### src/rtl/rv32_ctrl_defs.sv
// Shared decode constants, control bundle type and FSM encoding for the
// RV32IM decode-stage controller.
package rv32_ctrl_defs;

  localparam logic [6:0] OPC_LOAD   = 7'b0000011;
  localparam logic [6:0] OPC_OP_IMM = 7'b0010011;
  localparam logic [6:0] OPC_AUIPC  = 7'b0010111;
  localparam logic [6:0] OPC_STORE  = 7'b0100011;
  localparam logic [6:0] OPC_OP     = 7'b0110011;
  localparam logic [6:0] OPC_LUI    = 7'b0110111;
  localparam logic [6:0] OPC_BRANCH = 7'b1100011;
  localparam logic [6:0] OPC_JALR   = 7'b1100111;
  localparam logic [6:0] OPC_JAL    = 7'b1101111;

  localparam logic [6:0] FUNCT7_MULDIV = 7'b0000001;

  localparam logic [2:0] IMM_I    = 3'b000;
  localparam logic [2:0] IMM_R    = 3'b001;
  localparam logic [2:0] IMM_S    = 3'b010;
  localparam logic [2:0] IMM_B    = 3'b011;
  localparam logic [2:0] IMM_U    = 3'b100;
  localparam logic [2:0] IMM_J    = 3'b101;
  localparam logic [2:0] IMM_NONE = 3'b111;

  typedef enum logic [3:0] {
    ALU_ADD    = 4'd0,
    ALU_SUB    = 4'd1,
    ALU_SLL    = 4'd2,
    ALU_SLT    = 4'd3,
    ALU_SLTU   = 4'd4,
    ALU_XOR    = 4'd5,
    ALU_SRL    = 4'd6,
    ALU_SRA    = 4'd7,
    ALU_OR     = 4'd8,
    ALU_AND    = 4'd9,
    ALU_PASS_B = 4'd10
  } alu_op_e;

  typedef enum logic [1:0] {
    WB_ALU = 2'b00,
    WB_MEM = 2'b01,
    WB_PC4 = 2'b10,
    WB_MD  = 2'b11
  } wb_sel_e;

  typedef enum logic [1:0] {
    ST_IDLE    = 2'b00,
    ST_MD_WAIT = 2'b01,
    ST_MD_HOLD = 2'b10
  } state_e;

  typedef struct packed {
    alu_op_e    alu_op;
    logic       alu_src_imm;
    logic       mem_read;
    logic       mem_write;
    logic [2:0] mem_funct3;
    logic       reg_write;
    wb_sel_e    wb_sel;
    logic       branch;
    logic       jump;
    logic       illegal;
  } ctrl_t;

  localparam int CTRL_W = $bits(ctrl_t);

  // The alternate bit (instr[30]) only selects SUB/SRA; callers mask it
  // where it is really part of an immediate.
  function automatic alu_op_e alu_from_funct3(input logic [2:0] funct3, input logic alt);
    alu_op_e op;
    case (funct3)
      3'b000:  op = alt ? ALU_SUB : ALU_ADD;
      3'b001:  op = ALU_SLL;
      3'b010:  op = ALU_SLT;
      3'b011:  op = ALU_SLTU;
      3'b100:  op = ALU_XOR;
      3'b101:  op = alt ? ALU_SRA : ALU_SRL;
      3'b110:  op = ALU_OR;
      default: op = ALU_AND;
    endcase
    return op;
  endfunction

endpackage

### src/rtl/rv32_opcode_decoder.sv
// Combinational RV32IM decoder: instruction -> immediate format select,
// EX control bundle and an M-extension flag.
module rv32_opcode_decoder
  import rv32_ctrl_defs::*;
(
  input  logic [31:0]       instr,
  output logic [2:0]        imm_select,
  output logic [CTRL_W-1:0] ctrl_bits,
  output logic              is_md
);

  logic [6:0] opcode;
  logic [2:0] funct3;
  logic [6:0] funct7;
  logic       rd_zero;
  logic       unused_reg_fields;
  ctrl_t      ctrl;

  assign opcode  = instr[6:0];
  assign funct3  = instr[14:12];
  assign funct7  = instr[31:25];
  assign rd_zero = (instr[11:7] == 5'd0);
  // Register source indices are consumed by the register file, not here.
  assign unused_reg_fields = ^instr[24:15];

  always_comb begin
    ctrl            = '0;
    ctrl.mem_funct3 = funct3;
    imm_select      = IMM_NONE;
    is_md           = 1'b0;
    case (opcode)
      OPC_OP_IMM: begin
        imm_select       = IMM_I;
        ctrl.alu_op      = alu_from_funct3(funct3, (funct3 == 3'b101) && instr[30]);
        ctrl.alu_src_imm = 1'b1;
        ctrl.reg_write   = 1'b1;
      end
      OPC_OP: begin
        imm_select     = IMM_R;
        ctrl.reg_write = 1'b1;
        if (funct7 == FUNCT7_MULDIV) begin
          is_md       = 1'b1;
          ctrl.wb_sel = WB_MD;
        end else begin
          ctrl.alu_op = alu_from_funct3(funct3, instr[30]);
        end
      end
      OPC_LOAD: begin
        imm_select       = IMM_I;
        ctrl.alu_src_imm = 1'b1;
        ctrl.mem_read    = 1'b1;
        ctrl.reg_write   = 1'b1;
        ctrl.wb_sel      = WB_MEM;
      end
      OPC_STORE: begin
        imm_select       = IMM_S;
        ctrl.alu_src_imm = 1'b1;
        ctrl.mem_write   = 1'b1;
      end
      OPC_BRANCH: begin
        imm_select  = IMM_B;
        ctrl.branch = 1'b1;
        case (funct3[2:1])
          2'b10:   ctrl.alu_op = ALU_SLT;
          2'b11:   ctrl.alu_op = ALU_SLTU;
          default: ctrl.alu_op = ALU_SUB;
        endcase
      end
      OPC_JAL: begin
        imm_select     = IMM_J;
        ctrl.jump      = 1'b1;
        ctrl.reg_write = 1'b1;
        ctrl.wb_sel    = WB_PC4;
      end
      OPC_JALR: begin
        imm_select       = IMM_I;
        ctrl.jump        = 1'b1;
        ctrl.alu_src_imm = 1'b1;
        ctrl.reg_write   = 1'b1;
        ctrl.wb_sel      = WB_PC4;
      end
      OPC_LUI: begin
        imm_select       = IMM_U;
        ctrl.alu_op      = ALU_PASS_B;
        ctrl.alu_src_imm = 1'b1;
        ctrl.reg_write   = 1'b1;
      end
      OPC_AUIPC: begin
        imm_select       = IMM_U;
        ctrl.alu_src_imm = 1'b1;
        ctrl.reg_write   = 1'b1;
      end
      default: begin
        ctrl.illegal = 1'b1;
      end
    endcase
    if (rd_zero) begin
      ctrl.reg_write = 1'b0;
    end
  end

  assign ctrl_bits = ctrl;

endmodule

### src/rtl/id_stage_controller.sv
// Decode-stage controller: ID/EX control register with valid/ready handshake
// and start/done sequencing of the multi-cycle mul/div unit.
module id_stage_controller
  import rv32_ctrl_defs::*;
#(
  parameter int XLEN     = 32,
  parameter int ALU_OP_W = 4
) (
  input  logic                clk,
  input  logic                rst_n,
  input  logic [XLEN-1:0]     id_instr,
  input  logic                id_valid,
  output logic                id_ready,
  input  logic                flush,
  output logic [2:0]          imm_select,
  input  logic                ex_ready,
  output logic                ex_valid,
  output logic [ALU_OP_W-1:0] ex_alu_op,
  output logic                ex_alu_src_imm,
  output logic                ex_mem_read,
  output logic                ex_mem_write,
  output logic [2:0]          ex_mem_funct3,
  output logic                ex_reg_write,
  output logic [1:0]          ex_wb_sel,
  output logic                ex_branch,
  output logic                ex_jump,
  output logic                ex_illegal,
  output logic                md_start,
  output logic [2:0]          md_op,
  output logic                md_abort,
  input  logic                md_done
);

  logic [CTRL_W-1:0] dec_bits;
  logic              dec_is_md;
  ctrl_t             dec_ctrl;

  state_e state_reg, state_next;
  logic   ex_valid_reg, ex_valid_next;
  ctrl_t  ex_ctrl_reg, ex_ctrl_next;
  ctrl_t  md_ctrl_reg, md_ctrl_next;
  logic   md_issue;

  rv32_opcode_decoder u_decoder (
    .instr      (id_instr),
    .imm_select (imm_select),
    .ctrl_bits  (dec_bits),
    .is_md      (dec_is_md)
  );

  assign dec_ctrl = ctrl_t'(dec_bits);

  always_ff @(posedge clk or negedge rst_n) begin
    if (!rst_n) begin
      state_reg    <= ST_IDLE;
      ex_valid_reg <= 1'b0;
      ex_ctrl_reg  <= '0;
      md_ctrl_reg  <= '0;
    end else begin
      state_reg    <= state_next;
      ex_valid_reg <= ex_valid_next;
      ex_ctrl_reg  <= ex_ctrl_next;
      md_ctrl_reg  <= md_ctrl_next;
    end
  end

  always_comb begin
    state_next    = state_reg;
    ex_valid_next = ex_valid_reg;
    ex_ctrl_next  = ex_ctrl_reg;
    md_ctrl_next  = md_ctrl_reg;
    id_ready      = 1'b0;
    md_issue      = 1'b0;
    md_abort      = 1'b0;
    if (flush) begin
      // Redirect drops the ID instruction and any in-flight mul/div.
      ex_valid_next = 1'b0;
      state_next    = ST_IDLE;
      id_ready      = 1'b1;
      md_abort      = (state_reg != ST_IDLE);
    end else begin
      case (state_reg)
        ST_IDLE: begin
          if (id_valid && dec_is_md) begin
            md_issue     = 1'b1;
            md_ctrl_next = dec_ctrl;
            state_next   = ST_MD_WAIT;
            if (ex_ready) begin
              ex_valid_next = 1'b0;
            end
          end else if (ex_ready) begin
            if (id_valid) begin
              ex_ctrl_next  = dec_ctrl;
              ex_valid_next = 1'b1;
              id_ready      = 1'b1;
            end else begin
              ex_valid_next = 1'b0;
            end
          end
        end
        ST_MD_WAIT: begin
          if (md_done) begin
            if (ex_ready) begin
              ex_ctrl_next  = md_ctrl_reg;
              ex_valid_next = 1'b1;
              id_ready      = 1'b1;
              state_next    = ST_IDLE;
            end else begin
              state_next = ST_MD_HOLD;
            end
          end else if (ex_ready) begin
            ex_valid_next = 1'b0;
          end
        end
        ST_MD_HOLD: begin
          if (ex_ready) begin
            ex_ctrl_next  = md_ctrl_reg;
            ex_valid_next = 1'b1;
            id_ready      = 1'b1;
            state_next    = ST_IDLE;
          end
        end
        default: begin
          state_next    = ST_IDLE;
          ex_valid_next = 1'b0;
        end
      endcase
    end
  end

  // The start pulse is combinational from IF/ID, so keep it quiet in reset.
  assign md_start = md_issue && rst_n;
  assign md_op    = id_instr[14:12];

  assign ex_valid       = ex_valid_reg;
  assign ex_alu_op      = ALU_OP_W'(ex_ctrl_reg.alu_op);
  assign ex_alu_src_imm = ex_ctrl_reg.alu_src_imm;
  assign ex_mem_read    = ex_ctrl_reg.mem_read;
  assign ex_mem_write   = ex_ctrl_reg.mem_write;
  assign ex_mem_funct3  = ex_ctrl_reg.mem_funct3;
  assign ex_reg_write   = ex_ctrl_reg.reg_write;
  assign ex_wb_sel      = ex_ctrl_reg.wb_sel;
  assign ex_branch      = ex_ctrl_reg.branch;
  assign ex_jump        = ex_ctrl_reg.jump;
  assign ex_illegal     = ex_ctrl_reg.illegal;

endmodule

### config.mk
export PLATFORM = sky130hd
export DESIGN_NAME = id_stage_controller
export DESIGN_NICKNAME = d
export VERILOG_FILES = /design/src/rtl/rv32_ctrl_defs.sv /design/src/rtl/rv32_opcode_decoder.sv /design/src/rtl/id_stage_controller.sv
export SDC_FILE = /design/constraint.sdc
export NUM_CORES = 1
export LEC_CHECK = 0
export ABC_AREA = 1
export CAP_MARGIN = 10
export CORE_MARGIN = 10
export CORE_UTILIZATION = 29
export DETAILED_ROUTE_END_ITERATION = 10
export SLEW_MARGIN = 20
export SYNTH_ARGS = -nofsm -noshare
export SYNTH_HDL_FRONTEND = slang
export SYNTH_SLANG_ARGS = --single-unit
export TNS_END_PERCENT = 30
### constraint.sdc
create_clock -name clk -period 2.7 [get_ports clk]
set_input_delay 0.54 -clock clk [delete_from_list [all_inputs] [get_ports clk]]
set_output_delay 0.54 -clock clk [all_outputs]
set_load 0.005 [all_outputs]
### After elaboration in Yosys (flattened, before gate mapping)

Cells that the tools add are included.

| word-level totals | value |
|---|---|
| flip-flop bits (word level) | 35 |
| latch bits | 0 |
| bits in writable memories | 0 |
| bits in read-only memories | 0 |
| input port bits | 38 |
| output and inout port bits | 26 |
| logic and storage cells | 120 |
| memories kept | 0 |

| cells by class | value |
|---|---|
| add/sub/neg operators | 0 |
| $mul | 0 |
| div/mod/pow operators | 0 |
| magnitude comparators | 0 |
| equal/unequal tests | 28 |
| shift operators | 0 |
| muxes and demuxes | 52 |
| bitwise operators | 1 |
| reduce and logical (&&, ||, !) cells | 17 |

Operator list:

| kind | count |
|---|---|
| $mux 16 | 5 |
| $pmux 4 s7 | 2 |
| $pmux 16 s3 | 1 |
| $mux 1 | 30 |
| $eq 7x6->1 const B | 3 |
| $eq 7x7->1 const B | 3 |
| $pmux 3 s6 | 1 |
| $pmux 4 s4 | 1 |
| $eq 7x5->1 const B | 2 |
| $mux 2 | 6 |
| $pmux 2 s3 | 2 |
| $eq 3x3->1 const B | 3 |
| $ne 3x3->1 const B | 3 |
| $reduce_or 9->1 | 1 |
| $ne 2x2->1 const B | 4 |
| $eq 7x1->1 const B | 1 |
| $eq 7x2->1 const B | 1 |
| $reduce_or 7->1 | 1 |
| $eq 2x2->1 const B | 3 |
| $eq 3x2->1 const B | 2 |
| $pmux 1 s3 | 2 |
| $pmux 3 s2 | 1 |
| $reduce_and 3->1 | 2 |
| $reduce_and 6->1 | 1 |
| 14 further kinds | 17 |

### Logic depth before layout (Yosys ltp)

Gate-level depths: netlist of the first run.

| logic depth | value |
|---|---|
| depth in word-level cells | 9 |
| depth in mapped cells | 12 |
| gate-level depth less buffers | 12 |

### Hierarchy

Synthesis of the first run repeated with hierarchy kept, for this count alone.

| second synthesis, totals | value |
|---|---|
| cell total of the unflattened synthesis | 345 |
| area total of the unflattened synthesis | 2361.0 um^2 |

Modules (own cells, without submodules):

| module | instances | cells each | area each (um^2) | sequential area each (um^2) |
|---|---|---|---|---|
| id_stage_controller | 1 | 235 | 1831.8 | 875.8 |
| rv32_opcode_decoder | 1 | 110 | 529.3 | 0.0 |

### Worst setup path before layout of the first run

No wires, ideal clock.

| timing path | value |
|---|---|
| kind | input-to-output |
| start | input id_instr[26] |
| end | output md_start |
| arrival | 1.322 ns |
| required time | 2.160 ns |
| path slack | 0.838 ns |
| stages | 5 |
| path buffers | 0 |
| cells stage by stage | nor3_1 nand2_1 nor2_4 nand3_2 nor2_1 |

| between the ends | value |
|---|---|
| longest elaborated chain between the ends | 8 |

Ends and longest elaborated chain:

| element | line | text |
|---|---|---|
| start: declaration | id_stage_controller.sv:11 | `input logic [XLEN-1:0] id_instr,` |
| $eq 7x1->1 | rv32_opcode_decoder.sv:41 | `if (funct7 == FUNCT7_MULDIV) begin` |
| $mux 1 | rv32_opcode_decoder.sv:41 |  |
| $mux 1 | rv32_opcode_decoder.sv:31 | `case (opcode)` |
| $logic_and 1x1->1 | id_stage_controller.sv:84 | `if (id_valid && dec_is_md) begin` |
| $mux 1 | id_stage_controller.sv:84 |  |
| $mux 1 | id_stage_controller.sv:82 | `case (state_reg)` |
| $mux 1 | id_stage_controller.sv:75 | `if (flush) begin` |
| $logic_and 1x1->1 | id_stage_controller.sv:132 | `assign md_start = md_issue && rst_n;` |
| end: declaration | id_stage_controller.sv:28 | `output logic md_start,` |

Every way passes these cells.

### Final worst setup path of the first run

| timing path | value |
|---|---|
| start | input id_instr[2] |
| end | output imm_select[0] |

| between the ends | value |
|---|---|
| longest elaborated chain between the ends | 3 |
| elaborated cells between the ends (all ways) | 12 |
| those cells by class | eq/ne (9); mux (1); reduce/logical (2) |

Ends and longest elaborated chain:

| element | line | text |
|---|---|---|
| $eq 7x2->1, or another cell as far along | rv32_opcode_decoder.sv:31 |  |
| $reduce_or 3->1 (no line) or $reduce_or 2->1 (tied branches) | - |  |
| $pmux 3 s6 * | rv32_opcode_decoder.sv:31 |  |
| end: declaration | id_stage_controller.sv:15 | `output logic [2:0] imm_select,` |

Mark *: on every way between the ends. The rest lies on a longest branch, timed or not.

==> results of run 1 <==
-- worst min-delay path, delay by kind of cell, from the launching register on --
| kind | cells | cell delay [ns] |
|---|---|---|
| flip-flops | 1 | 0.33 |
| AND/OR/NAND/NOR | 1 | 0.05 |
| buffers and inverters | 1 | 0.05 |
-- layout make-up --
| type | count | area, um2 |
|---|---|---|
| repair buffers | 90 | 802 |
| well taps | 99 | 124 |
| clock buffers | 5 | 68.8 |
| fillers | 752 | 4100 |
| clock inverters | 3 | 43.8 |
| multi-input cells | 229 | 1060 |
| flip-flops and latches | 35 | 876 |
| inverters | 46 | 175 |
-- path summary, 6_finish.rpt --
check | to | slack [ns] | cells past startpoint
max reg2reg | ex_valid$_DFFE_PN0P_ | 0.60 | 14
max | imm_select[0] | 0.04 | 9
min reg2reg | md_ctrl_reg[3]$_DFFE_PN0P_ | 0.45 | 2
min in group asynchronous | ex_alu_op[3]$_DFFE_PN0P_ | 0.74 | 2
max in group asynchronous | ex_wb_sel[0]$_DFFE_PN0P_ | 1.62 | 2
min | md_ctrl_reg[3]$_DFFE_PN0P_ | 0.45 | 2
-- repair_timing --
action | CTS | global route
resized for setup | 13 | 3
buffers inserted | 7 | 0
endpoints found under the setup margin | 5 | 2
pin swaps | 3 | 1
-- power groups by stage --
stage	logic [uW]	clock network [uW]	registers (uW)
after global placement	555	0	660
after CTS	584	493	651
final	574	482	649
after detailed placement	558	0	660
after floorplan	239	0	666
after global routing	648	517	662
-- synthesized netlist by cell type --
| cell type | number |
|---|---|
| a21oi_1 | 5 |
| o211ai_1 | 2 |
| nor3_2 | 1 |
| buf_2 | 1 |
| nand3_2 | 3 |
| o21bai_1 | 1 |
| o21ai_0 | 21 |
| buf_6 | 1 |
| nor4_1 | 1 |
| dfrtp_1 | 35 |
| inv_1 | 40 |
| nand3_1 | 23 |
| clkbuf_1 | 2 |
| nand2_1 | 121 |
| nand2_2 | 2 |
| ha_1 | 4 |
| inv_4 | 1 |
| inv_2 | 5 |
| or2_2 | 1 |
| buf_1 | 1 |
| nand4_1 | 3 |
| nor3_1 | 2 |
| buf_4 | 5 |
| nand3_4 | 1 |
| nor2_1 | 36 |
| nor2_4 | 2 |
-- through the flow --
| stage | util (%) | worst slack, ns | area (um2) | setup TNS, ns |
|---|---|---|---|---|
| final | 43.4 | 0.0367 | 3150 | 0 |
| after global routing | 43.4 | -0.0743 | 3150 | -0.0743 |
| after detailed placement | 41.0 | -0.108 | 2970 | -0.400 |
| after CTS | 43.3 | -0.00486 | 3140 | -0.00486 |
| after floorplan | - | 0.838 | 2160 | 0 |
| after global placement | 41.0 | -0.113 | 2970 | -0.394 |
-- metal layers --
layer,vias up,track usage (%),part of all wire [%]
met2,46,19.2,50
met3,4,3.93,5.8
met1,1021,12.3,43
met4,0,2.90,0.38
li1,1155,-,-
met5,-,0,0
-- cells in the final DEF (no fill, tap or decap), types with 2 or more instances in the layout --
cell type,n
a21oi_1,5
buf_4,37
clkbuf_8,5
clkdlybuf4s50_1,45
dfrtp_1,35
dlygate4sd2_1,7
ha_1,4
inv_1,40
inv_2,5
nand2_1,119
nand2_2,4
nand3_1,23
nand3_2,3
nand4_1,3
nor2_1,32
nor2_2,4
nor2_4,2
nor3_2,2
o211ai_1,2
o21ai_0,20
-- cells by family (layout without fill, tap and decap cells) --
logic type      Yosys count  after routing  share of synthesized area (%)
simple gates            196            196                           38.9
buf+inv                  56            144                           11.1
flops                    35             35                           40.6
compound gates           29             29                           7.08
fa+ha+maj                 4              4                           2.32
==> results.sh, run 1 <==
export IMPL_crit_path_end_kind="output port"
export IMPL_drtIter0Drc=102
export IMPL_cp_required_ns=2.16
export IMPL_cts_tree="built"
export IMPL_boundaryPins=64
export IMPL_power_frac_comb_pct=33.7
export IMPL_via_count=2226
export IMPL_fp_dieH_um=106
export IMPL_cts_buffers=5
export IMPL_cp_arrival_ns=2.12
export IMPL_startpoint_type="input pin"
export IMPL_ys_warn_count=0
export IMPL_grt_use_total_pct=11.0
export IMPL_routed_via_density=4.39
export IMPL_fin_hold_ws_ns=0.455
export IMPL_rsz0062_at_grt="yes"
export IMPL_reg2reg_from="state_reg[0]$_DFFE_PN0P_"
export IMPL_cts_root_buf="clkbuf_8"
export IMPL_crit_type="input pin to output port"
export IMPL_ctsHoldBuffers=0
export IMPL_finalCriticalPeriod_ns=2.66
export IMPL_finalHoldViolCount=0
export IMPL_cts_clk_slew_worst_paths_ns=0.07
export IMPL_hold_path_class="register to register"
export IMPL_fin_cells=507
export IMPL_die_w_um=106
export IMPL_peakVddDrop_v=0.000278
export IMPL_ys_seq_elements=35
export IMPL_largest_reg_flops=16
export IMPL_path_buf_inv=5
export IMPL_slowest_stage="clkdlybuf4s50_1"
export IMPL_post_dp_hpwl_um=4740
export IMPL_max_slew_margin_pct=68.9
export IMPL_p_int_uw=1190
export IMPL_critPathMaxStageDelay_ns=0.51
export IMPL_crit_fanout=5
export IMPL_die_area_um2=11300
export IMPL_crit_top_cell="clkdlybuf4s50_1"
export IMPL_seqPwrFrac_pct=38.0
export IMPL_yosysTopAreaCell="dfrtp_1"
export IMPL_ys_seq_area_share_pct=40.6
export IMPL_diodes=0
export IMPL_clk_path_buf_depth=2
export IMPL_grt_pass1_vias=2266
export IMPL_synthDistinctLibCells=26
export IMPL_p_sw_share_pct=30.4
export IMPL_grt_overflow=0
export IMPL_drive_gt1_share_pct=16.7
export IMPL_placed_cells=492
export IMPL_syn_inst=320
export IMPL_start_util_pct=29.7
export IMPL_routabilityCongestion=0.838
export IMPL_critical_path_startpoint="id_instr[2]"
export IMPL_wl_um=6090
export IMPL_power_switching_uw=518
export IMPL_powerDensity_nw_per_um2=541
export IMPL_period_share_pct=98.6
export IMPL_grt_max_degree=36
export IMPL_syn_area_per_cell_um2=6.74
export IMPL_ant_nets=0
export IMPL_core_um2=7250
export IMPL_crit_family="buffers and inverters"
export IMPL_ys_top_cells_by_area="dfrtp_1 (41%), nand2_1 (21%), inv_1 (7.0%)"
export IMPL_cts_sinks=35
export IMPL_power_frac_clock_pct=28.3
export IMPL_syn2layout_area_growth_pct=46.1
export IMPL_antenna_found_initial=0
export IMPL_setup_viol=0
export IMPL_finalNetCount=449
export IMPL_status="complete, no violations"
export IMPL_max_freq_ghz=0.375
export IMPL_clock_latency_ns=0.29
export IMPL_netlist_area_um2=2160
export IMPL_synth_nets=362
export IMPL_drv_cap=0
export IMPL_crit_chain="clkdlybuf4s50_1 -> inv_2 -> nand2_2 -> nor2_4 -> buf_4 -> o211ai_1 -> nand2_1 -> inv_1 -> clkdlybuf4s50_1"
export IMPL_skew_ns=0.00858
export IMPL_cts_htree_levels=2
export IMPL_synth_top_cell_area_share_pct=40.6
export IMPL_slew_viol_final=0
export IMPL_placementRows=31
export IMPL_hp_start="md_ctrl_reg[3]$_DFFE_PN0P_"
export IMPL_leakage_uw=0.00164
export IMPL_power_uw=1710
export IMPL_wl_per_cell_um=12.0
export IMPL_grt_pass1_wl_um=10300
export IMPL_tightest_slew_ns=0.466
export IMPL_dr_pass1_iters=4
export IMPL_port_buffers=53
export IMPL_route_detailed_drc=0
No activity file was read; power rests on OpenSTA's default activity.
==> run 2: changes to the inputs <==
Settings changed: CORE_UTILIZATION 29 to 25.
==> results.sh, run 2 (synthesized netlist as in run 1, its figures left out) <==
export IMPL_cts_root_buf="clkbuf_8"
export IMPL_cts_tree="built"
export IMPL_p_int_uw=1100
export IMPL_wl_um=6180
export IMPL_fin_hold_ws_ns=0.455
export IMPL_max_freq_ghz=0.379
export IMPL_largest_reg_flops=16
export IMPL_clock_latency_ns=0.29
export IMPL_routed_via_density=4.28
export IMPL_slew_viol_final=0
export IMPL_hold_path_class="register to register"
export IMPL_crit_type="input pin to output port"
export IMPL_grt_pass1_wl_um=11100
export IMPL_power_frac_comb_pct=36.0
export IMPL_rr_endpoint="ex_valid$_DFFE_PN0P_"
export IMPL_hold_path_end="md_ctrl_reg[3]$_DFFE_PN0P_"
export IMPL_power_frac_clock_pct=23.8
export IMPL_core_um2=8300
export IMPL_status="complete, no violations"
export IMPL_drtIter0Drc=121
export IMPL_ant_nets=0
export IMPL_post_dp_hpwl_um=4860
export IMPL_die_area_um2=12700
export IMPL_dr_pass1_iters=4
export IMPL_finalCriticalPeriod_ns=2.64
export IMPL_die_w_um=113
export IMPL_fp_dieH_um=113
export IMPL_layout_setup_ws_ns=0.0596
export IMPL_dpl_worst_slack_ns=-0.129
export IMPL_cp_required_ns=2.16
export IMPL_p_sw_share_pct=32.2
export IMPL_max_slew_margin_pct=69.4
export IMPL_antenna_found_initial=0
export IMPL_finalHoldViolCount=0
export IMPL_design_area_um2=3200
export IMPL_cts_clk_slew_worst_paths_ns=0.08
export IMPL_regToRegSetupSlack_ns=0.40
export IMPL_crit_fanout=3
export IMPL_n_fill_cell=873
export IMPL_reg2reg_from="state_reg[1]$_DFFE_PN0P_"
export IMPL_wl_per_cell_um=11.9
export IMPL_layout_commonest_cell="nand2_1"
export IMPL_cp_arrival_ns=2.10
export IMPL_powerDensity_nw_per_um2=508
export IMPL_leakage_uw=0.00165
export IMPL_peakVddDrop_v=0.000166
export IMPL_startpoint_type="input pin"
export IMPL_mostFrequentLayoutCells="nand2_1 (119), clkdlybuf4s50_1 (47), buf_4 (43)"
export IMPL_placementRows=33
export IMPL_skew_ns=0.00639
export IMPL_grt_use_total_pct=10.3
export IMPL_placed_cell_area_um2=3010
export IMPL_crit_path_end_kind="output port"
export IMPL_port_buffers=53
export IMPL_drive_gt1_share_pct=18.4
export IMPL_routabilityCongestion=0.848
export IMPL_seqPwrFrac_pct=40.2
export IMPL_grt_pass1_vias=2377
export IMPL_via_count=2221
export IMPL_grt_overflow=0
export IMPL_cts_htree_levels=2
export IMPL_reg2regPathDepth=15
export IMPL_setup_viol=0
export IMPL_drv_cap=0
export IMPL_boundaryPins=64
export IMPL_tightest_slew_ns=0.459
export IMPL_rsz0062_at_grt="yes"
export IMPL_power_switching_uw=523
export IMPL_hp_start="md_ctrl_reg[3]$_DFFE_PN0P_"
export IMPL_diodes=0
export IMPL_cts_buffers=5
export IMPL_start_util_pct=26.0
export IMPL_clk_path_buf_depth=2
export IMPL_worstHoldPathCells=2
export IMPL_cts_sinks=35
export IMPL_finalNetCount=455
export IMPL_syn2layout_area_growth_pct=48.1
export IMPL_route_detailed_drc=0
export IMPL_grt_max_degree=36
export IMPL_period_share_pct=97.8
## run 2: stage by stage
stage	utilization [%]	power, uW	cells	TNS, ns
after floorplan	-	904	320	0
after global placement	36.3	1220	502	-0.402
after detailed placement	36.3	1230	502	-0.489
after CTS	38.2	1650	519	-0.0114
after global routing	38.5	1760	519	-0.0280
final	38.5	1620	519	0
## run 2: power by group through the flow
stage / Combinational, uW / Sequential [uW] / Clock (uW)
final: 585 / 653 / 386
after global routing: 671 / 667 / 426
after CTS: 595 / 656 / 400
after detailed placement: 565 / 664 / 0
after global placement: 562 / 661 / 0
after floorplan: 239 / 666 / 0
## run 2: timing repair
item | 4_1_cts | 5_1_grt
endpoints found under the setup margin | 5 | 3
gates resized for setup | 11 | 5
pin swaps | 4 | 2
hold buffers | 0 | 0
cloned | 0 | 0
setup buffers | 9 | 0
## run 2: layout make-up
type | count | area [um2] | area share, %
clock buffers | 5 | 68.8 | 2.15
clock inverters | 3 | 20.0 | 0.626
inverters | 46 | 175 | 5.48
multi-input cells | 229 | 1070 | 33.6
flip-flops and latches | 35 | 876 | 27.4
well taps | 105 | 131 | 4.11
repair buffers | 96 | 850 | 26.6
## run 2: worst max path at each step
stage | depth (start not counted) | from | to | slack (ns)
floorplan | 5 | id_instr[26] | md_start | 0.84
detailed placement | 7 | id_instr[5] | imm_select[1] | -0.13
global route | 9 | id_instr[0] | imm_select[0] | -0.03
CTS | 9 | id_instr[0] | imm_select[1] | -0.01
global placement | 7 | id_instr[5] | imm_select[1] | -0.12
finish | 9 | id_instr[3] | imm_select[0] | 0.06
## run 2: layer usage
layer	GRT usage (%)	routed length (um)	vias up
met5	0	0	-
met3	3.43	377	7
met2	17.9	3040	42
met4	2.37	70	0
li1	-	-	1163
met1	11.9	2690	1009
## run 2: worst max-delay path, cell delays in order
cell and delay (ns):
clkdlybuf4s50_1 0.51, inv_2 0.05, nand2_2 0.07, nor2_4 0.04
buf_4 0.14, o211ai_1 0.08, nand2_1 0.12, inv_1 0.07
clkdlybuf4s50_1 0.49
